==> src/rtl/vga_console_writer_pkg.sv <==
// Shared definitions for the VGA console writer: control codes, RAM address
// field layout, FSM state encoding and small address/counter helpers.
package vga_console_writer_pkg;

    localparam logic [7:0] CH_BS    = 8'h08;
    localparam logic [7:0] CH_LF    = 8'h0A;
    localparam logic [7:0] CH_FF    = 8'h0C;
    localparam logic [7:0] CH_CR    = 8'h0D;
    localparam logic [7:0] CH_SPACE = 8'h20;
    localparam logic [7:0] CH_DEL   = 8'h7F;

    localparam int PLANE_BIT = 12;
    localparam int ROW_LSB   = 6;
    localparam int COL_LSB   = 0;

    localparam logic [7:0] DEFAULT_ATTR_INIT = 8'hF0;

    typedef enum logic [2:0] {
        IDLE,
        PUT_CH,
        PUT_AT,
        CLR_LN_CH,
        CLR_LN_AT,
        CLR_SCR_CH,
        CLR_SCR_AT
    } state_t;

    // Build a RAM address: plane 0 holds characters, plane 1 holds colours.
    function automatic logic [12:0] ram_addr(input logic plane,
                                             input logic [5:0] row,
                                             input logic [5:0] col);
        logic [12:0] a;
        a = '0;
        a[PLANE_BIT]     = plane;
        a[ROW_LSB +: 6]  = row;
        a[COL_LSB +: 6]  = col;
        return a;
    endfunction

    // Increment that wraps at an explicit last value instead of 6-bit overflow.
    function automatic logic [5:0] wrap_inc(input logic [5:0] v,
                                            input logic [5:0] last);
        return (v == last) ? 6'd0 : v + 6'd1;
    endfunction

endpackage

==> src/rtl/vga_console_clear_seq.sv <==
// Cell sweep counter used by both row clear and full-screen clear.
// col/row name the cell being cleared now; next_col/next_row name the cell
// that follows, and done flags the final cell of the sweep.
module vga_console_clear_seq
    import vga_console_writer_pkg::*;
#(
    parameter int COLS       = 40,
    parameter int ROWS       = 30,
    parameter bit RESET_FULL = 1'b1
) (
    input  logic       sys_clk,
    input  logic       reset,
    input  logic       start,
    input  logic       start_full,
    input  logic [5:0] start_row,
    input  logic       step,
    output logic [5:0] col,
    output logic [5:0] row,
    output logic [5:0] next_col,
    output logic [5:0] next_row,
    output logic       done
);

    localparam logic [5:0] LAST_COL = 6'(COLS - 1);
    localparam logic [5:0] LAST_ROW = 6'(ROWS - 1);

    logic full_q;

    // Successor cell: columns first, rows only advance in full-screen mode.
    always_comb begin
        next_col = col + 6'd1;
        next_row = row;
        done     = 1'b0;
        if (col == LAST_COL) begin
            next_col = 6'd0;
            if (full_q) begin
                next_row = wrap_inc(row, LAST_ROW);
            end
            done = !full_q || (row == LAST_ROW);
        end
    end

    // Sweep position register; start takes priority over step.
    always_ff @(posedge sys_clk) begin
        if (reset) begin
            col    <= 6'd0;
            row    <= 6'd0;
            full_q <= RESET_FULL;
        end else if (start) begin
            col    <= 6'd0;
            row    <= start_full ? 6'd0 : start_row;
            full_q <= start_full;
        end else if (step) begin
            col    <= next_col;
            row    <= next_row;
        end
    end

endmodule

==> src/rtl/vga_console_writer.sv <==
// Terminal engine feeding the write side of the VGA text-mode RAM: accepts a
// byte stream, tracks the cursor and issues one registered write per cycle.
module vga_console_writer
    import vga_console_writer_pkg::*;
#(
    parameter int         COLS           = 40,
    parameter int         ROWS           = 30,
    parameter logic [7:0] DEFAULT_ATTR   = DEFAULT_ATTR_INIT,
    parameter int         CLEAR_ON_RESET = 1
) (
    input  logic        sys_clk,
    input  logic        reset,
    input  logic [7:0]  in_data,
    input  logic [7:0]  in_attr,
    input  logic        in_valid,
    output logic        in_ready,
    output logic [12:0] wr_addr,
    output logic [7:0]  wr_data,
    output logic        wr_en,
    output logic [5:0]  cur_col,
    output logic [5:0]  cur_row,
    output logic        busy
);

    localparam logic [5:0] LAST_COL = 6'(COLS - 1);
    localparam logic [5:0] LAST_ROW = 6'(ROWS - 1);

    state_t      state_q, state_n;
    logic [7:0]  attr_q, attr_n;
    logic [5:0]  col_n, row_n;
    logic        wr_en_n;
    logic [12:0] wr_addr_n;
    logic [7:0]  wr_data_n;
    logic        accept;

    logic        seq_start, seq_full, seq_step, seq_done;
    logic [5:0]  seq_row_start;
    logic [5:0]  seq_col, seq_row, seq_next_col, seq_next_row;

    assign in_ready = (state_q == IDLE) && !reset;
    assign busy     = !in_ready;
    assign accept   = in_valid && in_ready;

    vga_console_clear_seq #(
        .COLS       (COLS),
        .ROWS       (ROWS),
        .RESET_FULL (CLEAR_ON_RESET != 0)
    ) u_clear_seq (
        .sys_clk    (sys_clk),
        .reset      (reset),
        .start      (seq_start),
        .start_full (seq_full),
        .start_row  (seq_row_start),
        .step       (seq_step),
        .col        (seq_col),
        .row        (seq_row),
        .next_col   (seq_next_col),
        .next_row   (seq_next_row),
        .done       (seq_done)
    );

    // Next state plus the write that will be visible during that next state.
    always_comb begin
        state_n       = state_q;
        attr_n        = attr_q;
        col_n         = cur_col;
        row_n         = cur_row;
        wr_en_n       = 1'b0;
        wr_addr_n     = wr_addr;
        wr_data_n     = wr_data;
        seq_start     = 1'b0;
        seq_full      = 1'b0;
        seq_row_start = 6'd0;
        seq_step      = 1'b0;

        case (state_q)
            IDLE: begin
                if (accept) begin
                    attr_n = in_attr;
                    case (in_data)
                        CH_CR: col_n = 6'd0;
                        CH_BS: begin
                            if (cur_col != 6'd0) col_n = cur_col - 6'd1;
                        end
                        CH_LF: begin
                            col_n         = 6'd0;
                            row_n         = wrap_inc(cur_row, LAST_ROW);
                            seq_start     = 1'b1;
                            seq_row_start = row_n;
                            state_n       = CLR_LN_CH;
                            wr_en_n       = 1'b1;
                            wr_addr_n     = ram_addr(1'b0, row_n, 6'd0);
                            wr_data_n     = CH_SPACE;
                        end
                        CH_FF: begin
                            col_n     = 6'd0;
                            row_n     = 6'd0;
                            seq_start = 1'b1;
                            seq_full  = 1'b1;
                            state_n   = CLR_SCR_CH;
                            wr_en_n   = 1'b1;
                            wr_addr_n = ram_addr(1'b0, 6'd0, 6'd0);
                            wr_data_n = CH_SPACE;
                        end
                        default: begin
                            if ((in_data >= 8'h20) && (in_data != CH_DEL)) begin
                                state_n   = PUT_CH;
                                wr_en_n   = 1'b1;
                                wr_addr_n = ram_addr(1'b0, cur_row, cur_col);
                                wr_data_n = in_data;
                            end
                        end
                    endcase
                end
            end
            PUT_CH: begin
                state_n   = PUT_AT;
                wr_en_n   = 1'b1;
                wr_addr_n = ram_addr(1'b1, cur_row, cur_col);
                wr_data_n = attr_q;
            end
            PUT_AT: begin
                if (cur_col != LAST_COL) begin
                    col_n   = cur_col + 6'd1;
                    state_n = IDLE;
                end else begin
                    col_n         = 6'd0;
                    row_n         = wrap_inc(cur_row, LAST_ROW);
                    seq_start     = 1'b1;
                    seq_row_start = row_n;
                    state_n       = CLR_LN_CH;
                    wr_en_n       = 1'b1;
                    wr_addr_n     = ram_addr(1'b0, row_n, 6'd0);
                    wr_data_n     = CH_SPACE;
                end
            end
            CLR_LN_CH, CLR_SCR_CH: begin
                // wr_en is only low here straight after reset: issue the first
                // character write before moving on to its colour write.
                if (!wr_en) begin
                    wr_en_n   = 1'b1;
                    wr_addr_n = ram_addr(1'b0, seq_row, seq_col);
                    wr_data_n = CH_SPACE;
                end else begin
                    state_n   = (state_q == CLR_LN_CH) ? CLR_LN_AT : CLR_SCR_AT;
                    wr_en_n   = 1'b1;
                    wr_addr_n = ram_addr(1'b1, seq_row, seq_col);
                    wr_data_n = attr_q;
                end
            end
            CLR_LN_AT, CLR_SCR_AT: begin
                if (seq_done) begin
                    state_n = IDLE;
                end else begin
                    seq_step  = 1'b1;
                    state_n   = (state_q == CLR_LN_AT) ? CLR_LN_CH : CLR_SCR_CH;
                    wr_en_n   = 1'b1;
                    wr_addr_n = ram_addr(1'b0, seq_next_row, seq_next_col);
                    wr_data_n = CH_SPACE;
                end
            end
            default: state_n = IDLE;
        endcase
    end

    // State, cursor, attribute and registered write port.
    always_ff @(posedge sys_clk) begin
        if (reset) begin
            state_q <= (CLEAR_ON_RESET != 0) ? CLR_SCR_CH : IDLE;
            attr_q  <= DEFAULT_ATTR;
            cur_col <= 6'd0;
            cur_row <= 6'd0;
            wr_en   <= 1'b0;
            wr_addr <= 13'd0;
            wr_data <= 8'd0;
        end else begin
            state_q <= state_n;
            attr_q  <= attr_n;
            cur_col <= col_n;
            cur_row <= row_n;
            wr_en   <= wr_en_n;
            wr_addr <= wr_addr_n;
            wr_data <= wr_data_n;
        end
    end

endmodule
==> config.mk <==
export PLATFORM = sky130hd
export DESIGN_NAME = vga_console_writer
export DESIGN_NICKNAME = d
export VERILOG_FILES = /design/src/rtl/vga_console_writer_pkg.sv /design/src/rtl/vga_console_clear_seq.sv /design/src/rtl/vga_console_writer.sv
export SDC_FILE = /design/constraint.sdc
export NUM_CORES = 1
export LEC_CHECK = 0
export CAP_MARGIN = 20
export CORE_MARGIN = 5
export CORE_UTILIZATION = 50
export DETAILED_ROUTE_END_ITERATION = 6
export GPL_ROUTABILITY_DRIVEN = 0
export GPL_TIMING_DRIVEN = 0
export HOLD_SLACK_MARGIN = 0.12
export PLACE_DENSITY = 0.74
export SETUP_SLACK_MARGIN = 0.3
export SKIP_LAST_GASP = 1
export SYNTH_ARGS = -nofsm -noshare
export SYNTH_HDL_FRONTEND = slang
export SYNTH_SLANG_ARGS = --single-unit
==> constraint.sdc <==
create_clock -name sys_clk -period 2.9 [get_ports sys_clk]
set_clock_uncertainty 0.05 [all_clocks]
set_input_delay 0.435 -clock sys_clk [delete_from_list [all_inputs] [get_ports sys_clk]]
set_output_delay 0.435 -clock sys_clk [all_outputs]
set_load 0.03 [all_outputs]
Yosys cells after proc, flatten, opt, wreduce, memory -nomap -nowiden:

Index checks and enable logic that the tools add are counted.

* flip-flop bits (word level): 58
* input bits: 19
* output and inout port bits: 36
* word-level logic and storage cells: 124

* add/subtract/negate cells: 5
* magnitude comparators: 1
* equality and inequality tests: 25
* multiplexer cells: 58
* reductions and logical operators: 25

Operators by type and width (number)
* $mux W6: 16
* $mux W13: 5
* $pmux W13 S5: 1
* $pmux W6 S2: 5
* $mux W8: 5
* $pmux W8 S5: 1
* $pmux W13 S3: 1
* $eq A8 B4 Y1 const B: 4
* $add A6 B1 Y6 const B: 4
* $pmux W8 S2: 1
* $mux W3: 5
* $pmux W3 S5: 1
* $eq A6 B5 Y1 const B: 2
* $reduce_and A4 Y1: 3
* $reduce_and A6 Y1: 2
* $mux W1: 11
* $ne A2 B2 Y1 const B: 5
* $reduce_or A2 Y1: 5
* $eq A3 B3 Y1 const B: 3
* $pmux W3 S3: 1
* $ge A8 B6 Y1 const B: 1
* $ne A8 B7 Y1 const B: 1
* $eq A3 B2 Y1 const B: 2
* $eq A6 B6 Y1 const B: 1
* 19 further kinds: 28

Longest topological paths before layout:

* depth after elaboration: 7
* depth in mapped cells: 8
* depth with buffers taken out: 7

Modules after synthesis:

From an unflattened synthesis, not the netlist that was laid out.

* cell total of the unflattened synthesis: 508
* area total of the unflattened synthesis: 4048.9 µm²

By module, submodules not included
* vga_console_writer: instances 1, cells each 384, area each 3034.2 µm², sequential area each 900.9 µm²
* vga_console_clear_seq: instances 1, cells each 124, area each 1014.7 µm², sequential area each 260.2 µm²

Least setup slack after synthesis:

Ideal clock, no wire load.

* path type: register to register
* from: register cur_col[1]
* to: register wr_data[1]
* setup time: 0.122 ns
* arrival: 1.999 ns
* data required time: 2.728 ns
* path slack: 0.730 ns
* stages on the path, launching flop included: 7
* buffers on the path: 0
* clock period less this slack: 2.170 ns
* path through: dfxtp_1 ha_1 and4bb_2 a21oi_2 a31oi_1 a31oi_2 a221o_1

* longest elaborated chain between the ends: 3

Ends and longest elaborated chain
* start: declaration: line vga_console_writer.sv:20 `output logic [5:0] cur_col,`
* start signal: assignment: line vga_console_writer.sv:179 `cur_col <= col_n;`
* $ne A6 B6 Y1: line vga_console_writer.sv:123 `if (cur_col != LAST_COL) begin`
* $ne A2 B2 Y1 (no source line)
* $reduce_and A6 Y1 (no source line)
* end signal: assignment: line vga_console_writer.sv:183 `wr_data <= wr_data_n;`
* end: declaration: line vga_console_writer.sv:18 `output logic [7:0] wr_data,`

No other way between the ends.
A chain may end at the register's enable or synchronous reset.

Worst setup path in the final report:

* from: input port in_data[4]
* to: register wr_addr[6]

* longest elaborated chain between the ends: 5
* elaborated cells between the ends (all ways): 14
* those cells by class: 1 x order compare; 7 x eq/ne; 3 x mux; 3 x reduce/logical

Ends and longest elaborated chain
* start: declaration: line vga_console_writer.sv:13 `input logic [7:0] in_data,`
* branches (longest 5 deep; another with $ge A8 B6 Y1)
* end signal: assignment: line vga_console_writer.sv:182 `wr_addr <= wr_addr_n;`
* end: declaration: line vga_console_writer.sv:17 `output logic [12:0] wr_addr,`

Several ways; the timed one is not identified. The select of a mux whose other input is x is not followed.

==> metrics.md <==
| Metric | Value |
|---|---|
| GRT Util Overall | 25.70% |
| DP Cell Count | 647 |
| Num CTS Buffers | 9 |
| Via count | 4,314 |
| # fillers | 708 |
| Hold Fails Final Rpt | 0 |
| Final nets | 584 |
| Initial antenna violation count | 0 |
| Initial Util | 51.09% |
| Compound-gate portion of the synthesized area | 31.98% |
| Largest family of logic cells by synthesized area | compound AO/OA/AOI/OAI gates |
| Post-Syn Nets | 520 |
| CTS clk-pin slew, worst paths | 0.07 ns |
| Number of library cell types mapped by synthesis | 82 |
| First-pass GRT wire length | 20,330 um |
| Core region area | 7687 um2 |
| Clock Latency Late Sink | 0.35 ns |
| Multi-input logic area | 2631 um2 |
| Lkg Pwr | 0.001675 uW |
| # hold bufs at CTS | 0 |
| Top cell type's share of synthesized area | 29.56% |
| First-pass detailed-route iteration total | 5 |
| Synth Instances | 493 |
| Pin count of the biggest net entering global routing | 11 |
| Vias in the first global route | 3,966 |
| R2r worst-path depth | 6 |
| Register area | 1161 um2 |
| Post-DP HPWL | 9328 um |
| Critical Setup Path Class | in -> reg |
| CTS tree | yes |
| Worst Hold Class | reg -> reg |
| H-tree depth | 3 |
| Register-to-register setup slack | 0.43 ns |
| Top Ports | 55 |
| Hold depth | 2 |
| Clock sink count | 58 |
| Synth Area in Simple Gates | 24.88% |
| Dpl cell area | 4576 um2 |
| RSZ-0062 raised after global routing | true |
| Core Rows | 32 |
| Slew Limit Fails | 0 |
| Period minus WS final | 2.556 ns |
| Share of cells above drive strength 1 | 11.92% |
| RR Startpoint | u_clear_seq.row[0] |
| Global routing usage on met2 | 38.85% |
| Routed Antenna Nets | 0 |
| Cell area after synthesis | 3928 um2 |
| Grt total ovfl | 0 |
| Met3 Usage GRT | 6.228% |
| Final setup viols | 0 |
| Critical path required time | 3.06 ns |
| Number of buffers added on ports | 52 |
| Via density | 6.497 |
| Busiest layer in global routing | met2 |
| Crit. End Element | flop |
| Hold slack final | 0.4049 ns |
| Fin area | 4850 um2 |
| Met1 Use GR | 35.15% |
| Critical path data arrival time | 2.71 ns |
| WHS Endpoint | attr_q[3] |
| XOR/XNOR Fraction of Synth Area | 2.421% |
| Die Wd | 98.63 um |
| Max-Slew Margin vs Limit | 42.14% |
| #FFs+latches synth | 58 |
| Status | completed |
| Fin util | 63.09% |
| Number of diodes | 0 |
| WL/cell | 19.53 um |
| Number of remaining DRC errors | 0 |
| WL final | 12,970 um |
| Area share of fa/ha/maj cells after synthesis | 2.549% |
| Chip Height | 98.63 um |
| Post-synthesis mux area share | 3.154% |
| Slew at the pin closest to its max-slew limit | 0.8613 ns |
| Area Overhead vs Synth | 23.48% |
| Max Clk Rate | 391.3 MHz |
| Syn_area_per_cell | 7.967 um2 |
| Root Buffer | clkbuf_8 |
| Post-synth EDFFs | 0 |
| CTS Buffer Depth | 2 |
| IR drop worst, VDD | 0.3634 mV |
| Period utilisation layout | 88.13% |
| Power Density | 778.1 nW/um2 |
| Top post-synthesis cells by area | dfxtp_1 (30%), nand2_1 (4.6%), o21ai_0 (3.8%) |
| Startpoint types | primary input |
| Worst r2r dst | wr_addr[5] |
| Hold Path Origin | attr_q[3] |
| Highest net fanout along the worst path | 7 |
| Dominant synthesized flop cell | dfxtp_1 |
| Synth area leader | dfxtp_1 |
| Die area | 9728 um2 |
| Seq/Total Area, Yosys | 29.56% |
| First-iteration detailed-routing DRC count | 531 |
| Non-Filler Instances | 664 |
| Max-cap viol count | 0 |
| Post-synth ARST share | 0% |
| Setup crit start | in_data[4] |
| Syn. warnings | 0 |
==> cells in the mapped netlist (7+ instances only) <==
cell type and number:
dfxtp_1 58, nand2_1 48, o21ai_0 30, a21oi_1 25
nor2_1 25, nand3_1 23, clkbuf_1 22, a31oi_1 16
a211oi_1 14, inv_1 13, nor3_1 13, buf_2 12
mux2i_1 9, and2_1 8, ha_1 8, o211ai_1 8
or3_1 8, a21o_1 7
==> worst max path at each step <==
stage,to,cells past startpoint
floorplan,wr_data[1],6
global placement,busy,6
detailed placement,busy,6
CTS,u_clear_seq.row[2],8
global route,cur_col[2],6
finish,wr_addr[6],7
==> cell usage in the layout, fill, tap and decap left out, types with 7 or more instances in the layout <==
cell,synthesis,routed
a211oi_1,14,14
a21o_1,7,7
a21oi_1,25,24
a31oi_1,16,15
and2_1,8,8
buf_2,12,12
clkbuf_1,22,20
clkbuf_8,0,11
clkdlybuf4s50_1,0,50
dfxtp_1,58,58
ha_1,8,7
inv_1,13,13
mux2i_1,9,9
nand2_1,48,48
nand3_1,23,23
nor2_1,25,24
nor3_1,13,13
o211ai_1,8,8
o21ai_0,30,28
or3_1,8,8
==> per-stage QoR <==
stage               power [uW]  setup WS, ns  TNS [ns]
floorplan                 2367        0.7296         0
global placement          2950       -0.2938   -0.7084
detailed placement        2989       -0.3083   -0.7096
CTS                       3703        0.2813         0
global route              3943        0.2727         0
finish                    3774        0.3441         0
==> where the power goes <==
part | total (uW) | switching, uW | internal, uW | leakage [uW]
combinational | 1970 | 1240 | 727 | 0.00111
sequential | 1100 | 136 | 968 | 0.000473
clock | 701 | 346 | 355 | 0.0000924
==> routing by layer <==
| layer | share of wire (%) | wire, um | vias up |
|---|---|---|---|
| met5 | 0 | 0 | - |
| met3 | 11 | 1403 | 44 |
| met1 | 42 | 5438 | 1992 |
| met2 | 44 | 5682 | 262 |
| li1 | - | - | 2016 |
| met4 | 3.4 | 443 | 0 |
==> flip-flops by register name, summed over array words and instances (netlist names) <==
signal,count
wr_en,1
u_clear_seq.full_q,1
state_q,3
cur_row,6
cur_col,6
attr_q,8
wr_addr,13
u_clear_seq.col,6
wr_data,8
u_clear_seq.row,6
==> what timing repair did <==
action	in CTS	in global routing
setup buffers	0	1
setup endpoints to repair	4	34
pin swaps	0	3
resized for setup	8	17
==> kinds of logic after synthesis <==
kind of cell / Yosys count
flops: 58
simple gates: 179
xor+xnor: 10
fa+ha+maj: 8
buf+inv: 51
mux: 12
compound gates: 175
==> layout make-up <==
cell class / instances / share of cell area [%]
buffer: 37 / 3.509
clock buffer: 12 / 3.199
clock inverter: 4 / 0.5418
inverter: 14 / 1.084
multi-input combinational: 384 / 54.26
sequential: 58 / 23.94
tap: 102 / 2.632
timing repair buffer: 53 / 10.84
==> critical path, stage by stage <==
cell             delay (ns)
clkdlybuf4s50_1        0.55
or4_4                  0.59
buf_6                  0.15
o32ai_4                0.40
o221ai_1               0.18
a211oi_1               0.29
a211oi_1               0.12
(Power assumes the default switching activity.)
==> RTL edit 1: new RTL, same flow settings <==
Set the package constant `ROW_LSB` to 5 (it was 6).
--- a/src/rtl/vga_console_writer_pkg.sv
+++ b/src/rtl/vga_console_writer_pkg.sv
@@ -10,7 +10,7 @@
     localparam logic [7:0] CH_DEL   = 8'h7F;
 
     localparam int PLANE_BIT = 12;
-    localparam int ROW_LSB   = 6;
+    localparam int ROW_LSB   = 5;
     localparam int COL_LSB   = 0;
 
     localparam logic [7:0] DEFAULT_ATTR_INIT = 8'hF0;
Function: no difference found for any inputs over 10 cycles, from zero or initial values and one cycle with reset high; that may be too few to reach the edited logic, so the function may still have changed.
==> RTL edit 1 against the original RTL <==
- worst setup slack worse by 0.035 ns
- power is 4.5% lower
- sequential share of layout area is 0.49 points lower
- via count is 7.9% higher
- sequential cell count is 1 lower
- clock power is 6.3% higher
- combinational power is 8% lower
- utilization is 0.052 points lower
- design area is 0.44% higher
- routed wire length is 3.2% higher
- final cell count is 4.1% higher
- fmax is 1.3% lower
- synthesized area is 0.96% higher
- largest cell class unchanged
==> RTL edit 1: results (changes against the original RTL) <==
metric;value;unit;change
cts_made_buffers;9;;unchanged
internal_power;2.03;mW;-0.90%
synth_compound_area_share;31.4;%;-0.62 points
crit_slowest_cell;a211oi_2;;
p_leak;1.67;nW;-0.28%
switching_share;43.6;%;-2.1 points
gr-usage-met2;41.0;%;+2.1 points
ys_top_cells_by_area;dfxtp_1 29%, a21oi_1 5.6%, o21ai_0 4.7%;;
grt_use_met3;6.72;%;+0.50 points
grt_pass1_wl;21.1;mm;+3.7%
drt-met1-wl;5.55;mm;+2.0%
yosysSeqAreaShare;28.8;%;-0.78 points
cts_max_level;3;;unchanged
grt_pass1_vias;4206;;+6.1%
grtUsageMet1;34.8;%;-0.37 points
hpwlAfterDp;9.54;mm;+2.3%
cpPeakStageDelay;0.61;ns;+0.02 ns
n_antenna_cell;0;;unchanged
globalRouteOverflowTotal;0;;unchanged
synth_xor_area_share;1.10;%;-1.3 points
seq_power_share;28.8;%;-0.5 points
wl_met2;6.16;mm;+8.4%
top_layer;met4;;
drive_gt1_share;9.68;%;-2.2 points
pre_cts_slack;-0.244;ns;+0.0644 ns
place_inst;672;;+3.9%
ir_drop;0.324;mV;-11%
p_clk;745;uW;+6.3%
hold_path.class;flip-flop to flip-flop;;
reg_top3;wr_addr: 12 flops, attr_q: 8 flops, wr_data: 8 flops;;
dpl_cell_area;4600;um2;+0.60%
synth_top_family_by_area;compound AO/OA/AOI/OAI gates;;
routed_wl;13.4;mm;+3.2%
critPathMaxFanout;9;;+2
synthMuxAreaShare;0.789;%;-2.4 points
wl_met3;1.18;mm;-16%
syn_area_per_cell;7.64;um2;-4.1%
synth_common_cells;57 x dfxtp_1, 49 x nand2_1, 44 x a21oi_1;;
synth_fp_nets;546;;+5.0%
track_usage;26.5;%;+0.76 points
drt_iter0_markers;483;;-9.0%
ys.flop_type;dfxtp_1;;
clock_latency;0.34;ns;
status;completed;;
numPortBuffers;51;;-1.9%
path_delay_family;compound AO/OA/AOI/OAI gates;;
postCtsSetupRepairBufs;1;;+1
grt_max_degree;11;;unchanged
arrival;2.73;ns;+0.02 ns
viasPerCell;6.73;;+3.6%
cts_resized;9;;+1
nets;611;;+4.6%
avgRoutedWirePerCell;19.4;um;-0.85%
ys_types;80;;-2.4%
clk_pin_slew;0.07;ns;about the same
synthAdderAreaFrac;2.78;%;+0.23 points
slew_headroom;52.7;%;+11 points
## RTL edit 1: cell count changes in the layout (fill, tap and decap cells not counted), sizes merged, moves of 5 or more
cell,before,now
a221oi,4,10
buf,16,11
nor3,15,24
nor4,3,13
a31oi,17,10
clkbuf,34,45
and2,9,2
a21oi,26,44
o21ai,32,40
nand2b,5,11
o2bb2ai,5,0
mux2i,9,2
## RTL edit 1: cell type report
class / instances / area, um2
Buffer: 40 / 183
Timing Repair Buffer: 53 / 519
Tap cell: 102 / 128
Sequential cell: 57 / 1140
Fill cell: 704 / 2860
Multi-Input combinational cell: 407 / 2650
Clock buffer: 13 / 149
Clock inverter: 3 / 40.0
Inverter: 16 / 60.1
## RTL edit 1: final timing paths
path | slack (ns) | to | startpoint | depth (start not counted)
setup / recovery | 0.31 | cur_col[4] | in_data[0] | 6
hold / removal | 0.42 | wr_addr[6] | wr_addr[6] | 2
setup reg to reg | 0.42 | wr_addr[7] | cur_col[1] | 7
hold reg to reg | 0.42 | wr_addr[6] | wr_addr[6] | 2
==> RTL edit 2: new RTL, config.mk and constraints unchanged <==
Made on the original files. Re-encode `state_t` (7 states) as one-hot, 7 bits wide.
--- a/src/rtl/vga_console_writer_pkg.sv
+++ b/src/rtl/vga_console_writer_pkg.sv
@@ -15,14 +15,14 @@
 
     localparam logic [7:0] DEFAULT_ATTR_INIT = 8'hF0;
 
-    typedef enum logic [2:0] {
-        IDLE,
-        PUT_CH,
-        PUT_AT,
-        CLR_LN_CH,
-        CLR_LN_AT,
-        CLR_SCR_CH,
-        CLR_SCR_AT
+    typedef enum logic [6:0] {
+        IDLE       = 7'b0000001,
+        PUT_CH     = 7'b0000010,
+        PUT_AT     = 7'b0000100,
+        CLR_LN_CH  = 7'b0001000,
+        CLR_LN_AT  = 7'b0010000,
+        CLR_SCR_CH = 7'b0100000,
+        CLR_SCR_AT = 7'b1000000
     } state_t;
 
     // Build a RAM address: plane 0 holds characters, plane 1 holds colours.
Function: same outputs for any inputs over 10 cycles, from zero or initial values and one cycle with reset high; not proved beyond that.
==> RTL edit 2 against the original RTL <==
- power rose by 27%
- combinational power rose by 34%
- design area fell by 0.49%
- routed wire length fell by 8.6%
- via count fell by 6.8%
- sequential cell count rose by 4
- synthesized area fell by 4.6%
- count of clock-buffer cells in the layout fell by 1
- hold slack improved by 0.014 ns
- worst setup slack got worse by 0.027 ns
- critical path type unchanged
==> RTL edit 2: results (changes against the original RTL) <==
metric;value;unit;change
multi_input_gates;370;;-3.6%
crit_slowest_cell;or4b_4;;
synth_common_cells;70 x nor2_1, 62 x dfxtp_1, 32 x a21oi_1;;
nFlopsAndLatches;62;;+6.9%
p_leak;1.70;nW;+1.4%
drt_iter0_markers;380;;-28%
multi_input_area_share;50.8;%;-3.4 points
slew_headroom;48.3;%;+6.1 points
grt_pass1_wl;18.7;mm;-7.9%
clkPwrFrac;20.5;%;+1.9 points
numPortBuffers;53;;+1.9%
track_usage;26.1;%;+0.38 points
holdWs;0.419;ns;+0.0140 ns
worstHoldEndpoint;wr_data[5];;
pre_cts_slack;-0.353;ns;-0.0443 ns
dpl_cell_area;4410;um2;-3.7%
bufAreaShareNonClock;14.8;%;+0.49 points
nonClockBufferCount;86;;-4.4%
switchingPower;2.12;mW;+23%
ir_drop;0.768;mV;+110%
pwr-share-comb;54.7;%;+2.6 points
p_total;4.80;mW;+27%
ys_types;69;;-16%
synth_fp_nets;498;;-4.2%
status;completed;;
viasPerCell;6.26;;-3.6%
final.fill_count;668;;-5.6%
post-route-cell-area;4830;um2;-0.49%
[RTL edit 2: changes by cell type in the layout (fill, tap and decap cells not counted), moves of 8 or more]
| cell | unedited run | this run |
|---|---|---|
| nand3_1 | 23 | 15 |
| a211oi_2 | 0 | 12 |
| a21oi_1 | 24 | 32 |
| nor2_1 | 24 | 69 |
| nand2_1 | 48 | 21 |
| nor3_1 | 13 | 24 |
| a31oi_1 | 15 | 2 |
| o21ai_0 | 28 | 18 |
[RTL edit 2: cell families after synthesis]
family | count (synthesis) | share of synthesized area (%)
compound gates | 136 | 26.8
flops | 62 | 33.1
buf+inv | 39 | 4.64
xor+xnor | 8 | 1.87
mux | 5 | 1.37
simple gates | 213 | 29.5
fa+ha+maj | 8 | 2.67
[RTL edit 2: per-layer routing]
| metal | share of wire (%) | track usage (%) |
|---|---|---|
| met5 | 0 | 0 |
| met3 | 9.4 | 4.88 |
| met2 | 46 | 41.4 |
| met1 | 42 | 34.5 |
| met4 | 2.2 | 11.2 |
